--- src/rtl/pipe_dmem_responder.sv ---
// pipe_dmem_responder: word-wide data memory answering req/ack requests after programmable wait states
module pipe_dmem_responder #(
    parameter int ADDR_WIDTH  = 6,
    parameter int WAIT_CYCLES = 2
) (
    input  logic        clk,
    input  logic        clrn,
    input  logic        req,
    input  logic        we,
    input  logic [31:0] addr,
    input  logic [31:0] wdata,
    output logic        ack,
    output logic [31:0] rdata,
    output logic        err,
    output logic        busy
);
    localparam int DEPTH = 2 ** ADDR_WIDTH;
    localparam int CW    = $clog2(WAIT_CYCLES + 2);
    typedef enum logic [1:0] {IDLE, WAIT, RESP} state_t;
    state_t                state_q, state_d;
    logic [CW-1:0]         cnt_q, cnt_d;
    logic                  we_q, we_d, bad_q, bad_d;
    logic [ADDR_WIDTH-1:0] idx_q, idx_d;
    logic [31:0]           wdata_q, wdata_d, rdata_q, rdata_d;
    logic [31:0]           mem_q [DEPTH];
    logic [31:0]           mem_d [DEPTH];
    always_comb begin
        state_d = state_q;
        cnt_d   = cnt_q;
        we_d    = we_q;
        bad_d   = bad_q;
        idx_d   = idx_q;
        wdata_d = wdata_q;
        rdata_d = rdata_q;
        mem_d   = mem_q;
        case (state_q)
            IDLE: if (req) begin
                we_d    = we;
                idx_d   = addr[ADDR_WIDTH+1:2];
                wdata_d = wdata;
                bad_d   = (addr[1:0] != 2'b00) || ((addr >> (ADDR_WIDTH + 2)) != 32'd0);
                state_d = WAIT_CYCLES > 0 ? WAIT : RESP;
                cnt_d   = CW'(WAIT_CYCLES > 0 ? WAIT_CYCLES - 1 : 0);
            end
            WAIT: begin
                state_d = cnt_q == '0 ? RESP : WAIT;
                cnt_d   = cnt_q == '0 ? cnt_q : cnt_q - 1'b1;
            end
            RESP: begin
                state_d = IDLE;
                if (we_q && !bad_q) mem_d[idx_q] = wdata_q;
            end
            default: state_d = IDLE;
        endcase
        // rdata is loaded on the edge entering RESP so it is a flop during the ack cycle
        if (state_d == RESP) rdata_d = bad_d ? '0 : (we_d ? rdata_q : mem_q[idx_d]);
    end
    always_ff @(posedge clk or posedge clrn) begin
        if (clrn) begin
            state_q <= IDLE;
            cnt_q   <= '0;
            we_q    <= 1'b0;
            bad_q   <= 1'b0;
            idx_q   <= '0;
            wdata_q <= '0;
            rdata_q <= '0;
            mem_q   <= '{default: '0};
        end else begin
            state_q <= state_d;
            cnt_q   <= cnt_d;
            we_q    <= we_d;
            bad_q   <= bad_d;
            idx_q   <= idx_d;
            wdata_q <= wdata_d;
            rdata_q <= rdata_d;
            mem_q   <= mem_d;
        end
    end
    assign ack   = state_q == RESP;
    assign err   = ack && bad_q;
    assign busy  = state_q != IDLE;
    assign rdata = rdata_q;
endmodule

--- config.mk ---
export PLATFORM = sky130hd
export DESIGN_NAME = pipe_dmem_responder
export DESIGN_NICKNAME = d
export VERILOG_FILES = /design/src/rtl/pipe_dmem_responder.sv
export SDC_FILE = /design/constraint.sdc
export NUM_CORES = 2
export LEC_CHECK = 0
export ABC_AREA = 1
export CAP_MARGIN = 20
export CORE_ASPECT_RATIO = 1.5
export CORE_MARGIN = 2
export CORE_UTILIZATION = 45
export CTS_CLUSTER_DIAMETER = 200
export DETAILED_ROUTE_END_ITERATION = 8
export SYNTH_ARGS = -nofsm -noshare
export SYNTH_HDL_FRONTEND = slang
export SYNTH_SLANG_ARGS = --single-unit
--- constraint.sdc ---
create_clock -name clk -period 210.5 [get_ports clk]
set_input_delay 21.05 -clock clk [delete_from_list [all_inputs] [get_ports clk]]
set_output_delay 21.05 -clock clk [all_outputs]
set_load 0.005 [all_outputs]
==> run_results.csv <==
group,metric,value,unit
logic_synthesis,syn_area,95000,um^2
routing,drt_iter0_drc,8735,
power,p_seq_share,32.1,%
setup_path,worstSetupPathType,"in -> reg",
logic_synthesis,yosysUniqueCellTypes,20,
sta,finalSetupTns,0,ps
setup_path,cp_max_fo,88,
logic_synthesis,syn_avg_cell_area,8.09,um^2
routing,wl_met2,157000,um
cells_and_area,seq_area,53200,um^2
clock_tree,cts_buffer_depth,4,
setup_path,path_cells,"clkdlybuf4s50_1 > nand3_4 > nand2_4 > buf_4 > buf_4 > buf_4 > buf_4 > nand2_1 > nand3_1 > nand3_1 > nand3_1 > nand3_1 > nand3_1 > nand3_1 > nand2_1",
cells_and_area,final_util,49.7,%
power,power_switching,0.558,mW
hold_path,hold_path_end,"mem_q[515]",
clock_tree,postCtsSetupBuffers,0,
run_status,status,"complete, no violations",
cells_and_area,nets,11200,
logic_synthesis,seq_area_frac_synth,56.0,%
logic_synthesis,synth_area_leaders,"dfrtp_1, nand2_1, nand3_1, o21ai_0, clkbuf_1",
hold_path,hold_start,"mem_q[515]",
power,p_int,0.743,mW
logic_synthesis,synth_seq_cells,2124,
clock_tree,cts_buffers,209,
setup_path,crit_path_max_incr_delay,930,ps
logic_synthesis,yosysTopAreaCell,"dfrtp_1",
setup_path,cpMaxStageDelayCell,"nand2_4",
power,p_leak,45.2,nW
clock_tree,hold_buffers,0,
global_route,grt_max_degree,199,
setup_path,required,211310,ps
setup_path,start_kind,"input pin",
hold_path,hold_path_depth,2,
cells_and_area,n_fill_cell,20200,
global_route,grt_pass1_wl,510000,um
sta,worst_pin_slew,1260,ps
power,power_frac_comb,38.3,%
clock_tree,tritoncts,"done",
setup_path,r2r-end,"rdata[15]",
routing,top_layer_used,"met5",
place,gp_congestion,0.844,
cells_and_area,multi_input_area,37600,um^2
routing,met1_length,136000,um
clock_tree,cts.repair.resized,0,
clock_tree,cts-root-buf,"clkbuf_16",
power,swShare,42.9,%
setup_path,regToRegStartpoint,"state_q[1]",
power,pwr_density_cell,12.5,nW/um^2
routing,ant_nets,0,
routing,vias,82800,
setup_path,cp_top_family,"buffers and inverters",
sta,fin_crit,27150,ps
global_route,grt_pass1_vias,79900,
sta,relSlewSlack,15.8,%
sta,layout_setup_ws,183350,ps
cells_and_area,drive_above_1_share,5.49,%
setup_path,rr_worst_depth,15,
clock_tree,cts_sinks,2124,
sta,fmax,36.8,MHz
sta,finalHoldViolations,0,
clock_tree,htree_levels,4,
setup_path,crit_path_frequent_cell,"nand3_1",
die,row_count,206,
clock_tree,clkTransAtPathRegs,60,ps
logic_synthesis,ys_warn_count,0,
sta,timing.final.crit_share,12.9,%
global_route,grt-ovfl-total,0,
cells_and_area,stdcell_area,104000,um^2
routing,wl_per_cell,23.8,um
routing,via_per_inst,5.86,
place,detailed_place_hpwl,175000,um
job,max_cap_violations,0,
routing,totalWireLength,335000,um
setup_path,crit_buf_inv,5,
sta,clock_skew,61.4,ps
sta,drv_slew,0,
logic_synthesis,synth_cells,11700,
place,dpl_cell_area,97200,um^2
setup_path,critPathCaptureType,"flip-flop",
logic_synthesis,yosys.area.top_type_share,56.0,%
power,vdd_drop_max,0.0000107,V
cells_and_area,area_delta_synth_final,9.81,%
routing,drcViolationCount,0,
setup_path,rrSetupSlack,202790,ps
sta,rsz0062_at_grt,"no",
hold_path,hold_class,"reg -> reg",
logic_synthesis,syn_nets,11800,
power,pwr-share-clk,29.6,%
global_route,track_usage,31.1,%
place,io_buffer_count,102,
die,initial_core_util,45.3,%
global_route,grt_antenna_before_repair,8,
place,pre_cts_ws,182760,ps
sta,whs,482,ps
sta,setup_viol,0,
clock_tree,clk_latency,890,ps
routing,drt-pass1-iter-count,6,
die,die_h,567,um
routing,route.met3.wl,26400,um
die,die_w,379,um
die,io_pins,103,
setup_path,cp.arrival,27960,ps
die,die_area,215000,um^2
die,coreArea,210000,um^2
[routing by layer]
| metal | vias up | global-route usage, % |
|---|---|---|
| met1 | 40800 | 41.1 |
| met3 | 795 | 4.69 |
| met5 | - | 0 |
| li1 | 37600 | - |
| met2 | 3566 | 51.1 |
| met4 | 6 | 13.0 |
[layout make-up]
cell class / count / share of cell area (%)
flip-flops and latches: 2124 / 51.0
multi-input cells: 8439 / 36.0
clock buffers: 309 / 5.93
well taps: 2808 / 3.37
repair buffers: 294 / 2.71
clock inverters: 49 / 0.661
inverters: 91 / 0.348
diodes: 2 / 0.00480
[flip-flops by register name, indices dropped and copies added (netlist names)]
register  count
state_q       2
rdata        32
we_q          1
idx_q         6
bad_q         1
wdata_q      32
cnt_q         2
mem_q      2048
[synthesized netlist by cell type]
cell      instances
nand4_2           4
nor2_1           33
o21ai_0        2058
nor3_1            5
nand3b_1          1
clkbuf_1        911
nand4_1           2
ha_1              1
o21ai_1          33
o22ai_1           1
nand2_1        4045
nor3_2            1
nor4_4            4
nand3_1        2251
buf_2           111
dfrtp_1        2124
inv_1            87
inv_2             3
clkinv_1          1
buf_1            70
[power by group through the flow]
stage,combinational [mW],sequential (mW),clock [mW]
after floorplan,0.303,0.425,0
after global placement,0.481,0.425,0
after detailed placement,0.484,0.425,0
after CTS,0.485,0.417,0.390
after global routing,0.526,0.418,0.405
final,0.499,0.418,0.385
[worst min-delay path: stages, from the launching register on]
cell and delay (ps):
dfrtp_1 340, nand2_1 50, o21ai_0 50
[how the worst max path moves through the flow]
stage	depth (start not counted)	slack [ps]	end	start
after floorplan	1	129450	bad_q	clrn
after global placement	15	182790	rdata[17]	req
after detailed placement	15	182760	rdata[17]	req
after CTS	15	183660	rdata[17]	req
after global routing	15	183130	rdata[17]	req
final	15	183350	rdata[15]	req
[cell usage in the layout (no fill, tap or decap)]
cell,Yosys,final
nand2_1,4045,3980
nand3_1,2251,2249
dfrtp_1,2124,2124
o21ai_0,2058,2056
clkbuf_16,0,214
buf_4,0,163
clkdlybuf4s50_1,0,102
nand2_2,0,60
inv_1,87,49
clkbuf_1,911,48
clkbuf_8,0,47
nor2_1,33,33
inv_2,3,33
o21ai_1,33,29
clkinv_2,0,25
buf_12,0,23
bufinv_16,0,16
o21ai_4,0,6
clkinv_1,1,5
nor3_1,5,5
nand2_4,0,5
nor4_4,4,4
nand4_4,0,4
clkinvlp_4,0,4
buf_16,0,4
inv_6,0,3
diode_2,0,2
nand3_4,0,2
inv_8,0,2
nand4_1,2,2
clkinv_8,0,2
nor3_2,1,1
nand3b_1,1,1
o22ai_1,1,1
ha_1,1,1
clkinv_4,0,1
buf_2,111,1
buf_6,0,1
[stage by stage]
stage	cells	total power [mW]
floorplan	11700	0.728
global placement	13700	0.905
detailed placement	13700	0.909
CTS	14100	1.29
global route	14100	1.35
finish	14100	1.30
[logic make-up after synthesis]
logic type                 synth area share [%]
and+or+nand+nor                            28.2
DFF                                        56.0
AOI/OAI and AO/OA                          11.0
buffers and inverters                      4.82
adders and majority gates                0.0132
No activity file was read; power rests on OpenSTA's default activity.
